<file path="src/rtl/systolic_pkg.sv">
// Shared types and helpers for the systolic operand feeder: FSM states,
// buffer-select encodings and the feed-length calculation.
package systolic_pkg;

  typedef enum logic [2:0] {
    ST_IDLE,
    ST_CLR,
    ST_FEED,
    ST_DRAIN,
    ST_DONE
  } feeder_state_t;

  localparam logic SEL_X = 1'b0;
  localparam logic SEL_W = 1'b1;

  // Cycles needed for the last skewed operand pair to reach the far corner PE.
  function automatic int feed_cycles(input int m, input int n, input int k);
    return m + n + k - 2;
  endfunction

endpackage

</file>
<file path="src/rtl/skew_operand_buf.sv">
// Operand register file with a per-lane skewed lookup: lane l at feed cycle t
// presents element (l, t-l) of the stored matrix, or zero outside the band.
module skew_operand_buf
  import systolic_pkg::*;
#(
  parameter int LANES      = 5,
  parameter int DEPTH_N    = 3,
  parameter int DATA_WIDTH = 32,
  parameter int AW         = 4,
  parameter int TW         = 4,
  parameter bit TRANSPOSE  = 1'b0
) (
  input  logic                        clk,
  input  logic                        wr_en,
  input  logic [AW-1:0]               wr_addr,
  input  logic [DATA_WIDTH-1:0]       wr_data,
  input  logic [TW-1:0]               rd_t,
  output logic [LANES*DATA_WIDTH-1:0] lanes
);

  localparam int DEPTH = LANES * DEPTH_N;
  localparam int IW    = (DEPTH > 1) ? $clog2(DEPTH) : 1;

  logic [DATA_WIDTH-1:0] mem [DEPTH];

  // X is stored row-major per lane (l*N+k); W is stored k-major (k*K+l).
  function automatic int elem_index(input int l, input int k);
    return TRANSPOSE ? (k * LANES + l) : (l * DEPTH_N + k);
  endfunction

  always_ff @(posedge clk) begin
    if (wr_en && (int'(wr_addr) < DEPTH)) begin
      mem[IW'(wr_addr)] <= wr_data;
    end
  end

  always_comb begin
    int k;
    k     = 0;
    lanes = '0;
    for (int l = 0; l < LANES; l++) begin
      k = int'(rd_t) - l;
      if ((k >= 0) && (k < DEPTH_N)) begin
        lanes[l*DATA_WIDTH +: DATA_WIDTH] = mem[IW'(elem_index(l, k))];
      end
    end
  end

endmodule

</file>
<file path="src/rtl/systolic_skew_feeder.sv">
// Buffers X and W, then clears and streams them diagonally skewed into an
// output-stationary systolic array, pulsing done once the products are final.
module systolic_skew_feeder
  import systolic_pkg::*;
#(
  parameter int M          = 5,
  parameter int N          = 3,
  parameter int K          = 4,
  parameter int DATA_WIDTH = 32,
  parameter int DRAIN      = 2,
  localparam int AW        = $clog2(((M * N) > (N * K)) ? (M * N) : (N * K))
) (
  input  logic                    clk,
  input  logic                    rst,
  input  logic                    wr_en,
  input  logic                    wr_sel,
  input  logic [AW-1:0]           wr_addr,
  input  logic [DATA_WIDTH-1:0]   wr_data,
  input  logic                    start,
  output logic                    arr_clr,
  output logic [DATA_WIDTH*M-1:0] x_out,
  output logic [DATA_WIDTH*K-1:0] w_out,
  output logic                    feed_valid,
  output logic                    busy,
  output logic                    done
);

  localparam int F    = feed_cycles(M, N, K);
  localparam int CMAX = (F > DRAIN) ? F : DRAIN;
  localparam int TW   = $clog2(CMAX + 1);

  feeder_state_t         state;
  logic [TW-1:0]         cnt;
  logic [TW-1:0]         rd_t;
  logic                  x_we;
  logic                  w_we;
  logic [DATA_WIDTH*M-1:0] x_lanes;
  logic [DATA_WIDTH*K-1:0] w_lanes;

  assign x_we = wr_en && (state == ST_IDLE) && (wr_sel == SEL_X);
  assign w_we = wr_en && (state == ST_IDLE) && (wr_sel == SEL_W);

  // Outputs are registered, so the lookup runs one feed cycle ahead of cnt.
  assign rd_t = (state == ST_FEED) ? (cnt + TW'(1)) : '0;

  skew_operand_buf #(
    .LANES(M), .DEPTH_N(N), .DATA_WIDTH(DATA_WIDTH), .AW(AW), .TW(TW), .TRANSPOSE(1'b0)
  ) u_x_buf (
    .clk(clk), .wr_en(x_we), .wr_addr(wr_addr), .wr_data(wr_data), .rd_t(rd_t), .lanes(x_lanes)
  );

  skew_operand_buf #(
    .LANES(K), .DEPTH_N(N), .DATA_WIDTH(DATA_WIDTH), .AW(AW), .TW(TW), .TRANSPOSE(1'b1)
  ) u_w_buf (
    .clk(clk), .wr_en(w_we), .wr_addr(wr_addr), .wr_data(wr_data), .rd_t(rd_t), .lanes(w_lanes)
  );

  always_ff @(posedge clk) begin
    if (rst) begin
      state      <= ST_IDLE;
      cnt        <= '0;
      arr_clr    <= 1'b0;
      x_out      <= '0;
      w_out      <= '0;
      feed_valid <= 1'b0;
      busy       <= 1'b0;
      done       <= 1'b0;
    end else begin
      case (state)
        ST_IDLE: begin
          if (start) begin
            state   <= ST_CLR;
            arr_clr <= 1'b1;
            busy    <= 1'b1;
          end
        end
        ST_CLR: begin
          state      <= ST_FEED;
          arr_clr    <= 1'b0;
          cnt        <= '0;
          feed_valid <= 1'b1;
          x_out      <= x_lanes;
          w_out      <= w_lanes;
        end
        ST_FEED: begin
          if (cnt == TW'(F - 1)) begin
            cnt        <= '0;
            feed_valid <= 1'b0;
            x_out      <= '0;
            w_out      <= '0;
            if (DRAIN == 0) begin
              state <= ST_DONE;
              done  <= 1'b1;
            end else begin
              state <= ST_DRAIN;
            end
          end else begin
            cnt   <= cnt + TW'(1);
            x_out <= x_lanes;
            w_out <= w_lanes;
          end
        end
        ST_DRAIN: begin
          if (cnt == TW'(DRAIN - 1)) begin
            cnt   <= '0;
            state <= ST_DONE;
            done  <= 1'b1;
          end else begin
            cnt <= cnt + TW'(1);
          end
        end
        ST_DONE: begin
          state <= ST_IDLE;
          done  <= 1'b0;
          busy  <= 1'b0;
        end
        default: begin
          state <= ST_IDLE;
        end
      endcase
    end
  end

endmodule

</file>
<file path="config.mk">
export PLATFORM = sky130hd
export DESIGN_NAME = systolic_skew_feeder
export DESIGN_NICKNAME = d
export VERILOG_FILES = /design/src/rtl/systolic_pkg.sv /design/src/rtl/skew_operand_buf.sv /design/src/rtl/systolic_skew_feeder.sv
export SDC_FILE = /design/constraint.sdc
export NUM_CORES = 2
export LEC_CHECK = 0
export ABC_AREA = 1
export CAP_MARGIN = 20
export CORE_UTILIZATION = 33
export DETAILED_ROUTE_END_ITERATION = 8
export MAX_ROUTING_LAYER = met4
export PLACE_DENSITY = 0.48
export SYNTH_ARGS = -nofsm -noshare
export SYNTH_HDL_FRONTEND = slang
export SYNTH_SLANG_ARGS = --single-unit
</file>
<file path="constraint.sdc">
create_clock -name clk -period 4.2 [get_ports clk]
set_input_delay 0.84 -clock clk [delete_from_list [all_inputs] [get_ports clk]]
set_output_delay 0.84 -clock clk [all_outputs]
set_load 0.01 [all_outputs]
</file>
[After elaboration in Yosys (flattened, before gate mapping)]
Memory sizes are Yosys's and may differ from the RTL's.
Index checks and enable logic that the tools add are counted.
Word-level totals
  bits in registers: 299
  RAM bits: 864
  input bits: 41
  output and inout bits: 292
  word-level logic and storage cells: 97
  memories kept: 2
Memories
  u_x_buf.mem: words 15, bits a word 32, rd ports 5, clocked after memory_dff 0, wr ports 1, line skew_operand_buf.sv:24  | logic [DATA_WIDTH-1:0] mem [DEPTH];
  u_w_buf.mem: words 12, bits a word 32, rd ports 4, clocked after memory_dff 0, wr ports 1, line skew_operand_buf.sv:24
Cells by class
  $add $sub $neg: 12
  order comparisons: 12
  eq/ne operators: 9
  muxes and demuxes: 32
  bitwise operators: 1
  reductions and logical operators: 21
Operator list (number)
  one-hot mux 160 bit (2 select lines): 1
  two-way mux 32 bit: 9
  one-hot mux 128 bit (2 select lines): 1
  two-way mux 160 bit: 1
  two-way mux 128 bit: 1
  >= comparator 5 x 1 -> 1 bit, second input constant: 4
  < comparator 5 x 3 -> 1 bit, second input constant: 4
  two-way mux 4 bit: 3
  one-hot mux 3 bit (4 select lines): 1
  one-hot mux 4 bit (3 select lines): 1
  logical AND 1 bit: 10
  subtractor 4 x 2 -> 5 bit, second input constant: 2
  two-way mux 3 bit: 3
  adder 3 x 4 -> 4 bit, first input constant: 2
  adder 4 x 3 -> 4 bit, second input constant: 2
  adder 4 bit, first input constant: 2
  < comparator 4 bit, second input constant: 2
  one-hot mux 1 bit (2 select lines): 4
  AND reduction 2 bit: 4
  nonzero test 2 bit: 4
  two-way mux 1 bit: 7
  equality test 3 x 2 -> 1 bit, second input constant: 2
  subtractor 4 x 1 -> 5 bit, second input constant: 1
  subtractor 4 x 3 -> 5 bit, second input constant: 1
  other kinds (14): 15

[Depth between registers and ports, before layout]
  depth after elaboration: 8
  gate-level depth with buffers: 19
  gate-level depth less buffers: 15

[By module]
From an unflattened synthesis, not the netlist that was laid out.
Unflattened totals
  cells, all modules: 6097
  area total of the unflattened synthesis: 53453.8 sq um
By module, submodules not included
  skew_operand_buf (u_x_buf): instances 1, cells each 3492, area an instance 27297.4 sq um, seq. area each 14413.8 sq um
  skew_operand_buf (u_w_buf): instances 1, cells each 1255, area an instance 15518.6 sq um, seq. area each 11531.1 sq um
  systolic_skew_feeder: instances 1, cells each 1350, area an instance 10637.7 sq um, seq. area each 5985.7 sq um

[Least setup slack after synthesis]
Ideal clock, no wire load.
  path type: reg-to-reg
  from: register state[2]
  to: memory u_x_buf.mem[12][0], enable pin
  library setup time: 0.461 ns
  arrival: 3.661 ns
  data required time: 3.739 ns
  slack: 0.078 ns
  cell stages (with the launch flop): 9
  buffers on the path: 3
  path through: dfxtp_1 > nor2_2 > buf_2 > buf_2 > buf_2 > nand3_1 > nor3_1 > nand3_1 > nor3_1
Between the ends
  word-level cells in the longest chain between the ends: 6
RTL lines
  start, declared: line systolic_skew_feeder.sv:32  | feeder_state_t state;
  start signal, assigned: line systolic_skew_feeder.sv:60  | state <= ST_IDLE;
  start signal, assigned: line systolic_skew_feeder.sv:72  | state <= ST_CLR;
  start signal, assigned: line systolic_skew_feeder.sv:78  | state <= ST_FEED;
  zero test 3 bit: line systolic_skew_feeder.sv:40  | assign x_we = wr_en && (state == ST_IDLE) && (wr_sel == SEL_X);
  logical AND 1 bit (2 in a row): line systolic_skew_feeder.sv:40
  logical AND 1 bit: line skew_operand_buf.sv:32  | if (wr_en && (int'(wr_addr) < DEPTH)) begin
  two-way mux 1 bit: line skew_operand_buf.sv:32
  two-way mux 1 bit (not written as such): line skew_operand_buf.sv:33  | mem[IW'(wr_addr)] <= wr_data;
  end, declared: line skew_operand_buf.sv:24
No other way between the ends.

[Worst setup path after layout]
  from: register cnt[0]
  to: register x_out[120]
Between the ends
  word-level cells in the longest chain between the ends: 8
RTL lines
  start, declared: line systolic_skew_feeder.sv:33  | logic [TW-1:0] cnt;
  start signal, assigned: line systolic_skew_feeder.sv:98  | cnt <= cnt + TW'(1);
  start signal, assigned: line systolic_skew_feeder.sv:109  | cnt <= cnt + TW'(1);
  adder 4 x 1 -> 4 bit: line systolic_skew_feeder.sv:44  | assign rd_t = (state == ST_FEED) ? (cnt + TW'(1)) : '0;
  two-way mux 4 bit: line systolic_skew_feeder.sv:44
  subtractor 4 x 2 -> 5 bit: line skew_operand_buf.sv:42  | k = int'(rd_t) - l;
  adder 4 bit, or another cell as far along: line skew_operand_buf.sv:28  | return TRANSPOSE ? (k * LANES + l) : (l * DEPTH_N + k);
  memory (15 x 32 bit) / logical AND 1 bit (equally long branches)
  two-way mux 32 bit: line skew_operand_buf.sv:43  | if ((k >= 0) && (k < DEPTH_N)) begin
  two-way mux 160 bit: line systolic_skew_feeder.sv:86  | if (cnt == TW'(F - 1)) begin
  one-hot mux 160 bit (2 select lines) (*): line systolic_skew_feeder.sv:69  | case (state)
  end signal, assigned: line systolic_skew_feeder.sv:82  | x_out <= x_lanes;
  end signal, assigned: line systolic_skew_feeder.sv:99  | x_out <= x_lanes;
  end, declared: line systolic_skew_feeder.sv:21  | output logic [DATA_WIDTH*M-1:0] x_out,
Mark *: on every way between the ends. The rest lies on a longest branch, timed or not.
A chain may end at the register's enable or synchronous reset.

==> reports/summary.txt <==
YS warnings: 0
Sw Share: 0.292
cell count after synthesis: 5,343
TritonRoute pass-1 iters: 6
# hold bufs at CTS: 0
final-layout fill cell count: 15,000
Clock transition at path regs: 60 ps
Pleak: 23.2 nW
CTS tree: yes
worst vdd ir: 392 uV
NumNets Final: 5,617
Sink Count: 1,163
hold_ws: 461 ps
Finished Layout Cells: 7,727
via count: 40,700
global route hottest layer: met2
core area: 152,000 um^2
Multi-input gate area: 15,700 um^2
Port Buf Inserts: 332
shortest period the worst path allows: 3560 ps
Worst setup SP type: flip-flop
DRC Markers: 0
clock root buffer: clkbuf_16
share of cells above drive strength 1: 0.0730
main combinational cell family by area after synthesis: simple AND/OR/NAND/NOR gates
Clk pwr share: 0.411
I/O Pins: 333
CP Data Arrival Time: 4290 ps
largest net degree at the start of global routing: 182
Slew Limit Fails: 0
Comb pwr share: 0.160
PD cells: 485 nW/um^2
setup ws final: 639 ps
vias per cell: 5.27
complex-gate fraction of the synthesized area: 0.0504
routed len/inst: 24.4 um
H-tree levels: 4
Core Util, Final: 0.402
Cell Rows: 143
first-pass GRT wire length: 272,000 um
simple-gate share of the synthesized area: 0.253
Flop pwr share: 0.429
crit path kind: reg2reg
status: complete, no violations
Worst Max-Slew Pin Slew: 1090 ps
Die ar.: 155,000 um^2
area share of xor/xnor cells in the synthesized design: 0.000173
grt met1 use: 0.346
Power Internal: 21.0 mW
setup_tns: 0 ps
dpl cells: 7,464
All-Layer GR Usage: 0.246
total gr overflow: 0
vias in the first global route: 38,500
fmax: 281 MHz
grt met2 use: 0.361
area added between synthesis and finish: 20.7%
syn nets: 5,388
area of the mapped netlist: 50,600 um^2
cts bufs inserted: 136
mux share of post-synthesis cell area: 0
Die X: 394 um
Synth Area in Adders: 0.000989
Synth cell types: 30
antenna violations before repair: 14
min-delay worst type: reg2reg
setup bufs post-CTS: 0
Setup WS pre-CTS: 656 ps
Placer Congestion: 0.882
Vert. Die Dim: 394 um
RSZ-0062 raised after global routing: no
synthesized flop and latch total: 1,163
met3 GRT Util: 0.0403
final cycle utilization of the critical path: 0.848
Final Skew: 31.0 ps
Max Cap Viol: 0
CP Data Required Time: 4930 ps
final WL: 189,000 um
Final HPWL DP: 111,000 um
Hold Violations, Final: 0
crit path max fanout: 15
post-route ant nets: 0
clk buf depth: 3
Initial Util: 0.333
relative slew slack: 0.270
sequential area share after synthesis: 0.631
clk_lat worst skew: 800 ps
Sw Pwr: 8.65 mW
CTS resizes: 0
syn avg cell area: 9.47 um^2
initial detailed-routing violation count: 4,352
number of setup violations in the final report: 0
Register Area: 31,900 um^2
Critical Path Sink Type: flip-flop
[per-layer routing]
metal / wire [um] / vias up / part of all wire
met4: 5090 / 0 / 0.027
met3: 14700 / 246 / 0.078
met5: 0 / - / 0
li1: - / 18800 / -
met2: 84000 / 1789 / 0.44
met1: 85000 / 19900 / 0.45
[cell usage after synthesis]
cell type  instances  area share
nor3_1             8     0.00079
buf_1             32      0.0024
o211ai_1           3     0.00044
o22ai_1            1     0.00012
o21ai_0           10     0.00099
nand3_2            3     0.00059
nor2_4             3     0.00067
nand4_1          268       0.033
nand2_4            1     0.00022
clkbuf_1         181       0.013
nor2_1            92      0.0068
xnor2_1            1     0.00017
a21oi_1          303       0.030
inv_1            427       0.032
or2_2             14      0.0017
nand3b_1           3     0.00044
buf_2            142       0.014
inv_2             12     0.00089
edfxtp_1         864        0.51
dfxtp_1          299        0.12
nor3_2             1     0.00020
nand3_1          863       0.085
nor2_2             3     0.00037
o21ai_1           19      0.0019
ha_1               4     0.00099
nand2_1         1657        0.12
nand2_2            2     0.00025
a31oi_1            1     0.00012
a22oi_1          114       0.017
buf_4             12      0.0018
[worst max-delay path, cell delays in order, from the launching register on]
cell and delay [ps]:
dfxtp_1 600, ha_1 240, inv_1 40, nand2_1 50
nand2_1 200, nand2_4 230, ha_1 210, inv_1 90
o21ai_0 250, nand3_1 100, nor2_1 100, ha_1 160
nand3_1 130, inv_2 470, buf_4 360, nand3_1 120
a21oi_1 130
[final timing paths]
path | depth (start not counted) | to | slack (ps) | from
worst max-delay path | 16 | x_out[120] | 640 | cnt[0]
worst min-delay path | 2 | x_out[56] | 460 | x_out[56]
worst max register to register | 16 | x_out[120] | 640 | cnt[0]
worst min register to register | 2 | x_out[56] | 460 | x_out[56]
[logic make-up after synthesis]
kind of cell / Yosys count
and+or+nand+nor: 2918
DFF: 1163
buffers and inverters: 806
AOI/OAI and AO/OA: 451
adders and majority gates: 4
xor gates and xnor gates: 1
[cell usage in the layout, fill, tap and decap left out, types with 3 or more instances in the layout]
master,count
a21oi_1,302
a22oi_1,114
buf_12,29
buf_4,97
bufinv_16,10
clkbuf_1,27
clkbuf_16,141
clkbuf_8,19
clkdlybuf4s50_1,329
clkinv_1,20
clkinv_16,3
clkinv_2,18
clkinv_8,4
clkinvlp_4,3
dfxtp_1,298
diode_2,11
edfxtp_1,864
ha_1,4
inv_1,426
inv_2,9
inv_6,4
inv_8,3
nand2_1,1656
nand3_1,862
nand3b_1,3
nand4_1,268
nor2_1,60
nor2_2,15
nor2_4,23
nor3_1,5
nor3_2,3
o211ai_1,3
o21ai_0,10
o21ai_1,18
or2_2,14
[stage by stage]
stage	total power [mW]	instance area (um^2)
2_1_floorplan	15.6	50600
3_3_place_gp	17.7	56500
3_5_place_dp	17.7	56500
4_1_cts	29.9	61100
5_1_grt	30.7	61100
6_report	29.6	61100
[registers in the layout, indices dropped and copies added (netlist names)]
signal and flops:
x_out 160, state 3, feed_valid 1, u_w_buf.mem 384, u_x_buf.mem 480, busy 1
cnt 4, done 1, w_out 128, arr_clr 1
[final cells by class]
cell class / instances / area share
clock inverter: 65 / 0.0117
multi-input combinational: 3374 / 0.257
sequential: 1163 / 0.523
clock buffer: 187 / 0.0637
inverter: 439 / 0.0274
timing repair buffer: 458 / 0.0757
antenna: 11 / 0.000450
tap: 2030 / 0.0416
[power by group through the flow]
stage / combinational [mW] / clock (mW) / sequential [mW]
after floorplan: 2.62 / 0 / 13.0
after global placement: 4.72 / 0 / 13.0
after detailed placement: 4.72 / 0 / 13.0
after CTS: 4.73 / 12.4 / 12.7
after global routing: 5.12 / 12.8 / 12.7
final: 4.75 / 12.2 / 12.7
Power figures use the tool's default switching activity.
==> RTL change, RTL diff (same settings) <==
The parameter `TRANSPOSE` goes from 1'b1 to 1'b0.
--- a/src/rtl/systolic_skew_feeder.sv
+++ b/src/rtl/systolic_skew_feeder.sv
@@ -51,5 +51,5 @@
 
   skew_operand_buf #(
-    .LANES(K), .DEPTH_N(N), .DATA_WIDTH(DATA_WIDTH), .AW(AW), .TW(TW), .TRANSPOSE(1'b1)
+    .LANES(K), .DEPTH_N(N), .DATA_WIDTH(DATA_WIDTH), .AW(AW), .TW(TW), .TRANSPOSE(1'b0)
   ) u_w_buf (
     .clk(clk), .wr_en(w_we), .wr_addr(wr_addr), .wr_data(wr_data), .rd_t(rd_t), .lanes(w_lanes)
Function: not settled (the Yosys comparison gave no result); the edit may change what the design does.
==> RTL change against the unedited design <==
- area after synthesis increased by 10%
- cell count increased by 16%
- worst setup slack got worse by 0.26 ns
- wire length increased by 24%
- synthesized cell count increased by 22%
- hold slack improved by 0.00097 ns
- sequential cell count unchanged
- global-route usage increased by 3.0 points
- largest cell class unchanged
- critical endpoint is now x_out[98]
- via count increased by 22%
- final area increased by 8.2%
Power is not compared: it rests on default switching activity, and its combinational part moved more than twofold at a synthesized area within 25%.
==> RTL change: results (changes against the unedited design) <==
POSTSYNTHAREAPERCELL_UM2=8.581  # -9.4%
FIRST_GLOBAL_VIAS=45110  # +17%
SYNTH_CELL_TYPE_COUNT=33  # +10%
GLOBAL_ROUTE_USAGE_SUM_PCT=27.58  # +3.0 points
FINALPOWER_mW=40.41
PLACEMENT_SETUP_SLACK_NS=0.5103  # -0.1462 ns
POST_SYNTHESIS_NET_COUNT=6550  # +22%
YS_TOP_CELLS_BY_AREA='sky130_fd_sc_hd__edfxtp_1 (46%), sky130_fd_sc_hd__nand3_1 (14%), sky130_fd_sc_hd__nand2_1 (13%)'
INITIALDRTVIOLATIONCOUNT=6235  # +43%
WORST_SLEW_PIN_SLEW_NS=1.079  # -0.01271 ns
TIMING.REG2REG.WORST_PATH_DEPTH=13  # -3
WORST_PATH_SLOWEST_CELL='sky130_fd_sc_hd__buf_4'
PLACE.GP.CONGESTION=0.8960  # +1.6%
GRT_MAX_DEGREE=192  # +5.5%
WIRE_LENGTH_OF_THE_FIRST_GLOBAL_ROUTING_PASS_UM=330500  # +21%
FIN_WORST_SKEW_NS=0.02959  # -0.001459 ns
POST_SYNTH_MOST_FREQUENT_CELLS='sky130_fd_sc_hd__nand2_1 (1905), sky130_fd_sc_hd__nand3_1 (1532), sky130_fd_sc_hd__edfxtp_1 (864)'
DETAILEDROUTE.FIRSTPASSITERATIONCOUNT=7  # +1
PLACE.DETAILED.HPWL_UM=138600  # +25%
ANTENNA_FOUND_INITIAL=17  # +3
SHARE_OF_POST_ROUTE_CELLS_WITH_DRIVE_STRENGTH_ABOVE_1_PCT=6.198  # -1.1 points
ROUTE.FINAL.WIRE_LENGTH_UM=233700  # +24%
ROUTED_VIA_DENSITY=5.526  # +4.9%
PLACE_INST=8704  # +17%
CP_MAX_FO=191  # +176
FINISH.NET_COUNT=6683  # +19%
LAYOUT.CELLS.NON_FILLER=8960  # +16%
PLACED_CELL_AREA_UM2=61820  # +9.5%
RUN_STATUS='finished clean'
SYNTH_SEQUENTIAL_AREA_RATIO_PCT=57.20  # -5.9 points
RTL change: cell count changes in the layout (fill, tap and decap cells not counted), sizes merged, moves of 14 or more:
| cell | unedited run | this run |
|---|---|---|
| nor2 | 98 | 43 |
| o21ai | 29 | 6 |
| inv | 444 | 579 |
| buf | 129 | 167 |
| or2 | 14 | 0 |
| nand3 | 866 | 1534 |
| nand4 | 268 | 418 |
| a22oi | 114 | 0 |
| and2 | 0 | 32 |
| nand2 | 1660 | 1909 |
| clkbuf | 187 | 201 |
RTL change: metal layers:
metal  vias to the layer above  global-route usage, %  wire [µm]  part of all wire [%]
met3                       351                  5.959      24710                    11
li1                      22578                      -          -                     -
met5                         -                      -          0                     0
met1                     24074                  39.69     104500                    45
met4                         0                  9.346       8115                   3.5
met2                      2510                  37.89      96400                    41
RTL change: worst paths after layout:
path | slack (ns) | to | from
setup / recovery | 0.38 | x_out[98] | cnt[1]
hold / removal | 0.46 | arr_clr | arr_clr
setup reg to reg | 0.38 | x_out[98] | cnt[1]
hold reg to reg | 0.46 | arr_clr | arr_clr
RTL change: kinds of logic after synthesis:
kind of cell / share of synthesized area [%]
compound gates: 2.909
fa+ha+maj: 0.08966
simple gates: 32.13
buf+inv: 7.666
flops: 57.20
RTL change: layout make-up:
| class | count | area [µm²] | area share [%] |
|---|---|---|---|
| diodes | 12 | 30.03 | 0.04540 |
| clock buffers | 201 | 3976 | 6.011 |
| clock inverters | 43 | 321.6 | 0.4861 |
| inverters | 577 | 2196 | 3.320 |
| multi-input cells | 4272 | 19910 | 30.09 |
| flip-flops and latches | 1163 | 31930 | 48.28 |
| well taps | 2204 | 2758 | 4.169 |
| repair buffers | 488 | 5025 | 7.597 |
